$ cat src/rtl/time_bar_ctrl.sv
// time_bar_ctrl - sequencer for the on-screen countdown time bar.
//
// Arms the time bar when a game becomes active, issues its start pulse on the
// player's first jump, feeds it one tick per millisecond while counting
// (frozen during pause), and turns the bar's elapsed flag or the level goal
// into game-over / level-complete events for the game FSM.
//
// Ports:
//   clk              system clock
//   rst              asynchronous reset, active low
//   game_active      1 while a game is in progress
//   first_jump       pulse: player's first jump of the level, starts countdown
//   pause_req        level: 1 freezes the countdown
//   level_done       pulse: player reached the level goal
//   elapsed          from time_bar: bar is exhausted
//   module_en        to time_bar: enable
//   start            to time_bar: one-cycle start pulse
//   one_ms_tick      to time_bar: one pulse per millisecond while counting
//   game_over        pulse on timeout
//   level_time_valid pulse: level_time updated this cycle
//   level_time       ms spent on the last completed level (held)
//   round_ms         live ms count of the current level
module time_bar_ctrl #(
    parameter int unsigned TICKS_PER_MS = 40000,
    parameter int unsigned ARM_CYCLES   = 2,
    parameter int unsigned MS_W         = 16
) (
    input  logic            clk,
    input  logic            rst,
    input  logic            game_active,
    input  logic            first_jump,
    input  logic            pause_req,
    input  logic            level_done,
    input  logic            elapsed,
    output logic            module_en,
    output logic            start,
    output logic            one_ms_tick,
    output logic            game_over,
    output logic            level_time_valid,
    output logic [MS_W-1:0] level_time,
    output logic [MS_W-1:0] round_ms
);

    localparam int unsigned PS_W  = (TICKS_PER_MS > 1) ? $clog2(TICKS_PER_MS) : 1;
    localparam int unsigned ARM_W = $clog2(ARM_CYCLES + 1);
    localparam logic [PS_W-1:0]  PS_LAST = PS_W'(TICKS_PER_MS - 1);
    localparam logic [ARM_W-1:0] ARM_MAX = ARM_W'(ARM_CYCLES);

    typedef enum logic [2:0] {
        S_IDLE,
        S_ARMED,
        S_RUN,
        S_PAUSE,
        S_TIMEOUT,
        S_DONE
    } state_t;

    state_t           state, state_n;
    logic [ARM_W-1:0] arm_cnt;
    logic             jump_seen;
    logic [PS_W-1:0]  prescaler;
    logic [MS_W-1:0]  round_inc;

    logic arm_clear;
    logic do_start;
    logic tick_due;
    logic load_level;

    assign round_inc = (round_ms == '1) ? round_ms : round_ms + MS_W'(1);

    always_ff @(posedge clk or negedge rst) begin
        if (!rst) state <= S_IDLE;
        else      state <= state_n;
    end

    always_comb begin
        state_n   = state;
        arm_clear = 1'b0;
        do_start  = 1'b0;
        tick_due  = 1'b0;
        case (state)
            S_IDLE: begin
                if (game_active) begin
                    state_n   = S_ARMED;
                    arm_clear = 1'b1;
                end
            end
            S_ARMED: begin
                if (!game_active) begin
                    state_n = S_IDLE;
                end else if ((first_jump || jump_seen) && arm_cnt == ARM_MAX) begin
                    state_n  = S_RUN;
                    do_start = 1'b1;
                end
            end
            S_RUN, S_PAUSE: begin
                // A tick due in RUN is emitted even when leaving RUN this cycle.
                tick_due = (state == S_RUN) && (prescaler == PS_LAST);
                if (!game_active)   state_n = S_IDLE;
                else if (elapsed)   state_n = S_TIMEOUT;
                else if (level_done) state_n = S_DONE;
                else if (pause_req) state_n = S_PAUSE;
                else                state_n = S_RUN;
            end
            S_TIMEOUT: begin
                if (!game_active) state_n = S_IDLE;
            end
            S_DONE: begin
                if (game_active) begin
                    state_n   = S_ARMED;
                    arm_clear = 1'b1;
                end else begin
                    state_n = S_IDLE;
                end
            end
            default: state_n = S_IDLE;
        endcase
        load_level = (state_n == S_DONE);
    end

    always_ff @(posedge clk or negedge rst) begin
        if (!rst) begin
            arm_cnt          <= '0;
            jump_seen        <= 1'b0;
            prescaler        <= '0;
            round_ms         <= '0;
            level_time       <= '0;
            module_en        <= 1'b0;
            start            <= 1'b0;
            one_ms_tick      <= 1'b0;
            game_over        <= 1'b0;
            level_time_valid <= 1'b0;
        end else begin
            if (arm_clear) begin
                arm_cnt   <= '0;
                jump_seen <= 1'b0;
            end else if (state == S_ARMED) begin
                if (arm_cnt != ARM_MAX) arm_cnt <= arm_cnt + ARM_W'(1);
                if (first_jump)         jump_seen <= 1'b1;
            end

            if (do_start)              prescaler <= '0;
            else if (state == S_RUN)   prescaler <= tick_due ? '0 : prescaler + PS_W'(1);

            if (arm_clear)     round_ms <= '0;
            else if (tick_due) round_ms <= round_inc;

            // The level time includes a tick landing on the completing cycle.
            if (load_level) level_time <= tick_due ? round_inc : round_ms;

            module_en        <= (state_n == S_ARMED) || (state_n == S_RUN) ||
                                (state_n == S_PAUSE) || (state_n == S_TIMEOUT);
            start            <= do_start;
            one_ms_tick      <= tick_due;
            game_over        <= (state_n == S_TIMEOUT) && (state != S_TIMEOUT);
            level_time_valid <= load_level;
        end
    end

endmodule
$ cat config.mk
export PLATFORM = sky130hd
export DESIGN_NAME = time_bar_ctrl
export DESIGN_NICKNAME = d
export VERILOG_FILES = /design/src/rtl/time_bar_ctrl.sv
export SDC_FILE = /design/constraint.sdc
export NUM_CORES = 1
export LEC_CHECK = 0
export BUFFER_PORTS_ARGS = -buffer_cell sky130_fd_sc_hd__buf_2
export CAP_MARGIN = 20
export CORE_MARGIN = 10
export CORE_UTILIZATION = 61
export DETAILED_ROUTE_END_ITERATION = 10
export PLACE_DENSITY = 0.95
export SYNTH_ARGS = -nofsm -noshare
export SYNTH_HDL_FRONTEND = slang
export SYNTH_SLANG_ARGS = --single-unit
$ cat constraint.sdc
create_clock -name clk -period 4 [get_ports clk]
set_clock_uncertainty 0.15 [all_clocks]
set_input_delay 0.4 -clock clk [delete_from_list [all_inputs] [get_ports clk]]
set_output_delay 0.4 -clock clk [all_outputs]
set_load 0.02 [all_outputs]
Word level (Yosys, flattened, before mapping)
Index checks and enable logic that the tools add are counted.
- add/subtract/negate cells: 3
- $mul: 0
- div/mod/pow operators: 0
- magnitude comparators: 0
- eq/ne operators: 15
- shift-type cells: 0
- multiplexer cells: 28
- bitwise logic cells: 0
- reduce and logical (&&, ||, !) cells: 16
- operators with widths (cell ; count):
    $mux 16 ; 6
    $add 16x1->16 const B ; 2
    $eq 16x16->1 const B ; 2
    $mux 3 ; 7
    $pmux 3 s5 ; 1
    $eq 3x2->1 const B ; 4
    $eq 3x3->1 const B ; 4
    $mux 1 ; 11
    $reduce_bool 2->1 ; 4
    $eq 3x1->1 const B ; 2
    $mux 2 ; 3
    $logic_or 1x1->1 ; 4
    $reduce_and 2->1 ; 2
    $reduce_or 2->1 ; 2
    $logic_and 1x1->1 ; 3
    $logic_not 3->1 ; 1
    $ne 3x3->1 const B ; 1
    $add 2x1->2 const B ; 1
    $eq 2x2->1 const B ; 1
    $ne 2x2->1 const B ; 1
- register bits after elaboration: 59
- latch bits: 0
- RAM bits: 0
- memory bits (read-only): 0
- input bits: 7
- output and inout port bits: 37
- word-level logic and storage cells: 73
- memories: 0

Depth between registers and ports, before layout
Gate-level depths: netlist (run 1).
- depth in word-level cells: 9
- depth in mapped cells: 9
- depth with buffers taken out: 8

Least setup slack after synthesis (run 1)
No wires, ideal clock.
- kind: register to register
- start: register round_ms[0]
- end: register level_time[1]
- library setup time: 128 ps
- arrival time: 1923 ps
- required time: 3722 ps
- slack: 1799 ps
- cell stages (with the launch flop): 7
- path buffers: 0
- clock period less this slack: 2201 ps
- cells stage by stage: dfrtp_1 ha_1 and3_1 nand3_1 o311ai_1 mux2i_1 a21oi_1
- longest elaborated chain between the ends: 3
- RTL lines (what ; RTL line ; text):
    start, declared ; 41 ; output logic [MS_W-1:0] round_ms
    start signal, assigned ; 146 ; else if (tick_due) round_ms <= round_inc;
    $add 16x1->16 or $eq 16x16->1 (tied branches) ; 69 ; assign round_inc = (round_ms == '1) ? round_ms : round_ms + MS_W'(1);
    $mux 16 * ; 69 ;
    $mux 16 * ; n/a ;
    end signal, assigned ; 149 ; if (load_level) level_time <= tick_due ? round_inc : round_ms;
    end, declared ; 40 ; output logic [MS_W-1:0] level_time,
Mark *: on every way between the ends. The rest lies on a longest branch, timed or not.
A chain may end at the register's enable or synchronous reset.

Worst setup path after layout (run 1)
- start: register state[1]
- end: register prescaler[8]
- longest elaborated chain between the ends: 6
- RTL lines (what ; RTL line ; text):
    start, declared ; 58 ; state_t state, state_n;
    start signal, assigned ; 73 ; else state <= state_n;
    $eq 3x2->1, on equally long branches ; 81, 98, 143 ;
    $reduce_or 2->1 or $logic_and 1x1->1 (tied branches) ; 81, 98 ;
    $mux 1 ; 81 ; case (state)
    $mux 16 (2 in a row) ; 143 ; else if (state == S_RUN) prescaler <= tick_due ? '0 : prescaler + PS_W'(1);
    $mux 16 ; 142 ; if (do_start) prescaler <= '0;
    end signal, assigned ; 143 ;
    end, declared ; 61 ; logic [PS_W-1:0] prescaler;
Several ways; a longest one is shown, not always the timed one. The select of a mux whose other input is x is not followed.

==> impl_metrics.tcl, run 1 <==
set metrics [dict create \
    status "complete, no violations" \
    ant_nets 0 \
    viasPerCell 6.23 \
    reg2reg_setup_slack_ns 1.30 \
    h-tree-depth 3 \
    insertedDiodeCount 0 \
    cts_num_sinks 59 \
    postCtsSetupBuffers 0 \
    p_sw_share_pct 30.7 \
    finalSetupTns_ns 0 \
    required_ns 4.09 \
    grt_max_degree 60 \
    grt_pass1_vias 2611 \
    wl_per_cell_um 17.6 \
    worst_slew_pin_slew_ns 0.962 \
    setup.worst_path.start_class "register" \
    multiInputGateArea_mm2 0.00139 \
    synth_warnings 0 \
    powerDensity_mw_per_mm2 482 \
    cts_tree "yes" \
    ios 44 \
    route.detailed.drc 0 \
    fill_cells 313 \
    via_count 2580 \
    rsz0062_at_grt "false" \
    dpl.hpwl_um 5000 \
    finalHoldViolations 0 \
    core-area_mm2 0.00472 \
    totalWireLength_um 7270 \
    grt_pass1_wl_um 12300 \
    seq_area_mm2 0.00148 \
    die_w_um 89.7 \
    syn_avg_cell_area_um2 9.92 \
    finalCritPeriodShare_pct 67.5 \
    crit_type "reg -> reg" \
    final_nets 352 \
    path_max_fanout 11 \
    rows 25 \
    grt-ovfl-total 0 \
    clockBufferDepth 2 \
    area_growth_pct 15.5 \
    final_cells 414 \
    power.switching_uw 507 \
    syn_nets 309 \
    ys_dominant_reg_cell "dfrtp_1" \
    synth_edf_count 0 \
    async_reset_ff_share_pct 100 \
    r2r_end "prescaler[8]" \
    ys_seq_elements 59 \
    io_buffers 43 \
    ys_seq_area_share_pct 49.8 \
    fmax_mhz 371 \
    slew_viol_final 0 \
    cts_buffers 9 \
    dp.cells 398 \
    cts_root_buf "clkbuf_8" \
    comb_power_share_pct 18.6 \
    worst_r2r_path_depth 5 \
    hp-class "in -> async" \
    power_leakage_uw 0.00159 \
    netlist_area_mm2 0.00297 \
    yosysUniqueCellTypes 53 \
    gp_congestion 0.886 \
    die_h_um 89.7 \
    dieArea_mm2 0.00805 \
    report.final.setup_viol 0 \
    antenna_found_initial 0 \
    power_frac_seq_pct 44.4 \
    timing.slew.headroom_pct 35.9 \
    cap_violations 0 \
    internal_power_uw 1140 \
    finalWorstSetupSlack_ns 1.30 \
    holdBufCountCts 0 \
    period_needed_ns 2.70 \
    endpoint_kind "register" \
    cp.arrival_ns 2.79 \
    cts_resized 0 \
    synthCells 299 \
    startpoint "state[1]" \
    clk_latency_ns 0.35 \
    drtIter0Drc 183 \
    clockPowerShare_pct 37.0 \
    drive_above_1_share_pct 23.1 \
    dp_slack_ns 1.40 \
    timing.rr.start "state[1]" \
    dr.pass1.iters 5 \
    cts.reportedPaths.clkPinSlew_ns 0.07 \
    initial_utilization_pct 62.8 \
    vdd.ir_drop.worst_uv 303 \
    grt_usage_pct 18.1 \
    cp-endpoint "prescaler[8]" \
]
## per-stage QoR
| step | instance area, µm² | utilization, % | hold slack, ns | total power (µW) |
|---|---|---|---|---|
| CTS | 3430 | 72.5 | 0.0737 | 1660 |
| global placement | 3200 | 67.7 | 0.308 | 1040 |
| finish | 3430 | 72.5 | 0.0380 | 1650 |
| floorplan | 2970 | - | -0.0456 | 944 |
| global route | 3430 | 72.5 | 0.0990 | 1730 |
| detailed placement | 3200 | 67.7 | 0.316 | 1050 |
## registers in the layout, indices dropped and copies added, names as in the netlist
register,flops
one_ms_tick,1
prescaler,16
round_ms,16
game_over,1
jump_seen,1
start,1
arm_cnt,2
level_time,16
level_time_valid,1
state,3
module_en,1
## synthesized netlist by cell type (2+ instances only)
| cell | count | area, µm² |
|---|---|---|
| a21o_1 | 2 | 15.0 |
| a21oi_1 | 17 | 85.1 |
| a22o_1 | 3 | 26.3 |
| a31o_2 | 2 | 17.5 |
| a31oi_1 | 11 | 68.8 |
| and2_1 | 3 | 18.8 |
| and3_1 | 2 | 12.5 |
| and3_2 | 2 | 15.0 |
| and4_1 | 6 | 52.6 |
| buf_2 | 6 | 30.0 |
| buf_6 | 2 | 22.5 |
| clkbuf_1 | 4 | 15.0 |
| dfrtp_1 | 59 | 1480 |
| ha_1 | 3 | 37.5 |
| inv_1 | 6 | 22.5 |
| mux2i_1 | 2 | 20.0 |
| nand2_1 | 23 | 86.3 |
| nand3_1 | 12 | 60.1 |
| nand4_1 | 18 | 113 |
| nor2_1 | 36 | 135 |
| nor2b_1 | 2 | 12.5 |
| nor3_1 | 5 | 25.0 |
| nor3b_1 | 2 | 15.0 |
| nor4_1 | 2 | 12.5 |
| nor4_2 | 2 | 25.0 |
| nor4b_2 | 2 | 30.0 |
| o21ai_0 | 14 | 70.1 |
| o31ai_1 | 3 | 22.5 |
| or3_1 | 9 | 56.3 |
| or4_1 | 3 | 22.5 |
| xnor2_1 | 4 | 35.0 |
| xor2_1 | 11 | 96.3 |
## cell type report
cell class                 count  share of cell area (%)
clock buffer                   9                    3.62
timing repair buffer          45                    6.72
clock inverter                 7                    2.99
multi-input combinational    221                    40.5
tap                           67                    2.45
inverter                       6                   0.657
sequential                    59                    43.1
## worst min path at each step
stage                     slack (ns)       endpoint           from
after CTS                       0.07    round_ms[6]            rst
after global placement          0.31  level_time[2]  level_time[2]
after floorplan                -0.05     arm_cnt[0]            rst
final                           0.04    round_ms[3]            rst
after global routing             0.1    round_ms[6]            rst
after detailed placement        0.32  level_time[7]  level_time[7]
## logic make-up after synthesis
logic type | share of synthesized area, %
buffers and inverters | 3.50
multiplexers | 1.05
adder cells (fa/ha/maj) | 1.27
flip-flops | 49.8
XOR/XNOR | 4.43
AO/OA/AOI/OAI | 13.4
AND/OR/NAND/NOR | 26.6
## power by group through the flow
stage               clock (µW)  combinational, µW  sequential [µW]
global placement             0                299              737
floorplan                    0                148              796
global route               648                339              742
detailed placement           0                310              743
finish                     611                307              733
CTS                        619                311              732
## metal layers
metal,global-route usage [%],routed length (µm)
met2,31.2,3630
met1,19.8,2960
met4,8.09,134
met3,5.74,540
met5,0,0
## cells in the final DEF, fill, tap and decap left out, drive strengths merged, types with 6 or more instances in the layout
cell,Yosys,final
and4,6,6
dfrtp,59,59
nand2,23,23
a21oi,17,17
nand4,18,18
a31oi,11,11
nor3,6,6
xor2,11,11
nand3,12,12
clkbuf,5,9
o21ai,15,15
nor2,36,36
or3,10,10
buf,8,45
inv,6,6
## worst max-delay path: stages, from the launching register on
cell	delay (ns)
dfrtp_1	0.47
or3b_1	0.52
or2_2	0.41
o22ai_1	0.76
a21oi_1	0.08
a21o_1	0.20
(Power assumes the default switching activity.)
==> run 2, diff against run 1 <==
- CORE_UTILIZATION: 61 -> 57
- PLACE_DENSITY: 0.95 -> 0.9
- clock period: 4 -> 2.6 ns (I/O delays scaled with it)
==> run 2 against run 1 <==
Compared with the run above:
- wire length fell by 5.7%
- critical path depth did not move
- critical endpoint is now round_ms[4]
- first-iteration DRC count rose by 16%
==> impl_metrics.tcl, run 2 (synthesized netlist as in run 1, its figures left out) <==
set metrics [dict create \
    status "complete, no violations" \
    area_growth_pct 16.2 \
    insertedDiodeCount 0 \
    cp.arrival_ns 2.44 \
    slew_viol_final 0 \
    worst_r2r_path_depth 5 \
    clockBufferDepth 2 \
    power_leakage_uw 0.00161 \
    timing.rr.start "state[1]" \
    gp_congestion 0.889 \
    final_common_cell "dfrtp_1" \
    reg2reg_setup_slack_ns 0.27 \
    finalCritPeriodShare_pct 89.6 \
    clockPowerShare_pct 34.2 \
    setup.worst_path.start_class "register" \
    final_cells 422 \
    grt_max_degree 31 \
    path_max_fanout 11 \
    fmax_mhz 429 \
    cap_violations 0 \
    h-tree-depth 3 \
    worst_slew_pin_slew_ns 0.680 \
    route.detailed.drc 0 \
    totalWireLength_um 6850 \
    core-area_mm2 0.00507 \
    ios 44 \
    crit_type "reg -> reg" \
    rows 26 \
    timing.slew.headroom_pct 54.6 \
    grt_usage_pct 17.0 \
    required_ns 2.71 \
    hp-class "in -> reg" \
    dp.cells 405 \
    cts_num_sinks 59 \
    holdPathEnd "jump_seen" \
    comb_power_share_pct 19.5 \
    dpl.hpwl_um 4950 \
    grt-ovfl-total 0 \
    grt_pass1_vias 2516 \
    total_power_uw 2430 \
    cts_resized 0 \
    report.final.setup_viol 0 \
    finalSetupTns_ns 0 \
    whs_path_depth 3 \
    rsz0062_at_grt "false" \
    finalHoldViolations 0 \
    endpoint_kind "register" \
    layout_common_cells "59 x dfrtp_1, 43 x buf_2, 36 x nor2_1, 23 x nand2_1, 18 x nand4_1" \
    powerDensity_mw_per_mm2 704 \
    cts_root_buf "clkbuf_8" \
    wl_per_cell_um 16.2 \
    io_buffers 43 \
    die_w_um 92.1 \
    vdd.ir_drop.worst_uv 426 \
    top_regs "level_time: 16 flops, prescaler: 16 flops, round_ms: 16 flops" \
    p_sw_share_pct 31.4 \
    drive_above_1_share_pct 23.6 \
    dr.pass1.iters 4 \
    cts_buffers 9 \
    postCtsSetupBuffers 0 \
    antenna_found_initial 0 \
    cts_tree "yes" \
    drtIter0Drc 212 \
    final_nets 357 \
    period_needed_ns 2.33 \
    initial_utilization_pct 58.5 \
    internal_power_uw 1670 \
    power.switching_uw 762 \
    viasPerCell 5.91 \
    cts.reportedPaths.clkPinSlew_ns 0.07 \
    ant_nets 0 \
    clk_latency_ns 0.35 \
    grt_pass1_wl_um 11700 \
    via_count 2494 \
    power_frac_seq_pct 46.3 \
    hp-start "first_jump" \
    r2r_end "round_ms[4]" \
    dieArea_mm2 0.00849 \
    die_h_um 92.1 \
]
## run 2: worst max-delay path by stage
stage | depth (start not counted) | end | slack (ns) | start
after CTS | 6 | level_time[11] | 0.28 | state[1]
after global routing | 5 | round_ms[4] | 0.11 | state[1]
after detailed placement | 6 | level_time[11] | 0.30 | state[1]
after floorplan | 6 | level_time[1] | 0.40 | round_ms[0]
final | 5 | round_ms[4] | 0.27 | state[1]
after global placement | 6 | level_time[4] | 0.37 | state[1]
## run 2: area by class of cell
class                   instances  area [µm²]
inverters                       6        22.5
repair buffers                 50         283
clock buffers                  10         128
fillers                       405        1630
clock inverters                 6        65.1
multi-input cells             221        1390
flip-flops and latches         59        1480
well taps                      70        87.6
## run 2: critical path, stage by stage, from the launching register on
cell	delay [ns]
dfrtp_1	0.48
nor3b_1	0.35
and4_1	0.35
nand2_1	0.25
or3_1	0.44
a21oi_1	0.21
## run 2: metal layers
metal / global-route usage [%] / up-vias / routed length [µm]
met5: 0 / - / 0
li1: - / 1199 / -
met2: 28.7 / 77 / 3520
met1: 18.3 / 1200 / 2730
met4: 9.90 / 0 / 174
met3: 5.38 / 18 / 424
## run 2: timing repair
action,4_1_cts,5_1_grt
endpoints found under the hold margin,29,0
hold buffers,1,0
setup endpoints to repair,0,0
## run 2: through the flow
step	cell area (µm²)	setup slack, ns	hold WS [ns]	util (%)
final	3450	0.270	0.0359	67.9
after global routing	3450	0.115	0.0453	67.9
after CTS	3450	0.285	0.0313	67.9
after detailed placement	3250	0.295	0.179	64.0
after global placement	3250	0.365	0.173	64.0
after floorplan	2970	0.399	-0.186	-
## run 2: power groups by stage
stage | Sequential, µW | Combinational [µW] | Clock, µW
detailed placement | 1140 | 481 | 0
global route | 1140 | 531 | 888
global placement | 1130 | 464 | 0
CTS | 1120 | 483 | 836
floorplan | 1220 | 227 | 0
finish | 1120 | 474 | 830
==> run 3, diff against run 2 <==
- CORE_ASPECT_RATIO: not set -> 0.9
- SLEW_MARGIN: not set -> 40
==> run 3 against run 2 <==
Compared with the run above:
- global-route usage up 1.1 points
- die area about the same
- final area up 0.98%
- largest power group unchanged
- clock-buffer cell count down 1
- maximum frequency about the same
- clock power up 14%
- setup slack about the same
- worst hold slack better by 0.0024 ns
- register-to-register slack about the same
- cell count down 0.95%
- critical path depth up 2
==> impl_metrics.tcl, run 3 (synthesized netlist as in run 1, its figures left out) <==
set metrics [dict create \
    area_growth_pct 17.4 \
    io_buffers 43 \
    period_needed_ns 2.33 \
    postCtsSetupBuffers 0 \
    dr.pass1.iters 5 \
    cts_root_buf "clkbuf_8" \
    ios 44 \
    power_leakage_uw 0.00162 \
    h-tree-depth 3 \
    initial_utilization_pct 59.9 \
    hp-class "in -> reg" \
    slew_viol_final 0 \
    power_frac_seq_pct 44.1 \
    finalHoldViolations 0 \
    final_nets 358 \
    clk_latency_ns 0.35 \
    layout_common_cells "59 x dfrtp_1, 43 x buf_2, 36 x nor2_1, 23 x nand2_1, 18 x nand4_1" \
    busiest_layer "met2" \
    clockPowerShare_pct 37.2 \
    seq_area_mm2 0.00148 \
    path_max_fanout 7 \
    ant_nets 0 \
    final_common_cell "dfrtp_1" \
    antenna_found_initial 0 \
    clockBufferDepth 2 \
    grt_pass1_vias 2524 \
    fill_cells 388 \
    status "complete, no violations" \
    insertedDiodeCount 0 \
    p_sw_share_pct 30.7 \
    endpoint_kind "register" \
    cts.reportedPaths.clkPinSlew_ns 0.07 \
    cts_buffers 9 \
    required_ns 2.67 \
    drtIter0Drc 307 \
    dieArea_mm2 0.00849 \
    cp.arrival_ns 2.40 \
    power.switching_uw 781 \
    use_met3_pct 5.59 \
    wl_per_cell_um 17.4 \
    route.detailed.drc 0 \
    dpl.hpwl_um 5150 \
    crit_type "reg -> reg" \
    timing.slew.headroom_pct 53.3 \
    grt-ovfl-total 0 \
    gp_congestion 0.947 \
    worst_slew_pin_slew_ns 0.701 \
    rows 24 \
    finalCritPeriodShare_pct 89.6 \
    via_count 2593 \
    grt_util_met1_pct 22.5 \
    cap_violations 0 \
    fin_util_pct 70.3 \
    comb_power_share_pct 18.7 \
    die_w_um 96.0 \
    die_h_um 88.4 \
    finalSetupTns_ns 0 \
    grt_usage_pct 18.1 \
    multiInputGateArea_mm2 0.00139 \
    grt_pass1_wl_um 12000 \
    top_regs "level_time: 16 flops, prescaler: 16 flops, round_ms: 16 flops" \
    viasPerCell 6.20 \
    vdd.ir_drop.worst_uv 532 \
    setup.worst_path.start_class "register" \
    rsz0062_at_grt "false" \
    grt_max_degree 31 \
    core-area_mm2 0.00495 \
    internal_power_uw 1770 \
    reg2reg_setup_slack_ns 0.27 \
    drive_above_1_share_pct 24.1 \
    cts_num_sinks 59 \
    met2_usage_pct 28.3 \
    fmax_mhz 429 \
    cts_tree "yes" \
    powerDensity_mw_per_mm2 732 \
    report.final.setup_viol 0 \
    totalWireLength_um 7270 \
]
==> run 3: layout make-up <==
type,instances,share of cell area [%]
flip-flops and latches,59,42.4
multi-input cells,221,39.8
repair buffers,51,8.34
clock buffers,9,3.56
clock inverters,7,2.91
well taps,65,2.34
inverters,6,0.647
==> run 3: path summary, 6_finish.rpt <==
path	end	cells after the start	startpoint
max in group asynchronous	one_ms_tick	3	rst
worst max register to register	level_time[1]	7	round_ms[1]
worst min register to register	level_time[12]	2	level_time[12]
worst min-delay path	jump_seen	3	first_jump
min in group asynchronous	state[0]	2	rst
worst max-delay path	level_time[1]	7	round_ms[1]
==> run 3: layer usage <==
metal | wire length (µm) | part of all wire [%] | up-vias
met2 | 3510 | 48 | 108
met3 | 576 | 7.9 | 19
met4 | 117 | 1.6 | 0
met5 | 0 | 0 | -
met1 | 3070 | 42 | 1269
li1 | - | - | 1197
==> run 3: power by group through the flow <==
stage	Combinational, µW	Clock [µW]	Sequential (µW)
after CTS	485	967	1120
after detailed placement	481	0	1140
final	477	948	1120
after global routing	520	1010	1140
after floorplan	227	0	1220
after global placement	465	0	1130
==> run 3: stage by stage <==
step	hold WS, ns	instance area, µm²	setup WS [ns]	instances	power [µW]
after floorplan	-0.186	2970	0.399	299	1450
after global placement	0.180	3250	0.374	401	1600
after detailed placement	0.215	3250	0.304	401	1620
after CTS	0.0303	3480	0.284	418	2570
after global routing	0.0418	3480	0.135	418	2670
final	0.0382	3480	0.271	418	2550
==> run 3: repair_timing <==
item | 4_1_cts | 5_1_grt
hold buffers | 1 | 0
hold endpoints to repair | 29 | 0
gates resized for setup | 0 | 0
==> run 3: worst max-delay path, cell delays in order (launching register included) <==
cell      delay, ns
dfrtp_1        0.47
ha_1           0.31
and3_1         0.24
nand3_1        0.10
o311ai_1       0.35
buf_4          0.22
mux2i_1        0.25
a21oi_1        0.09
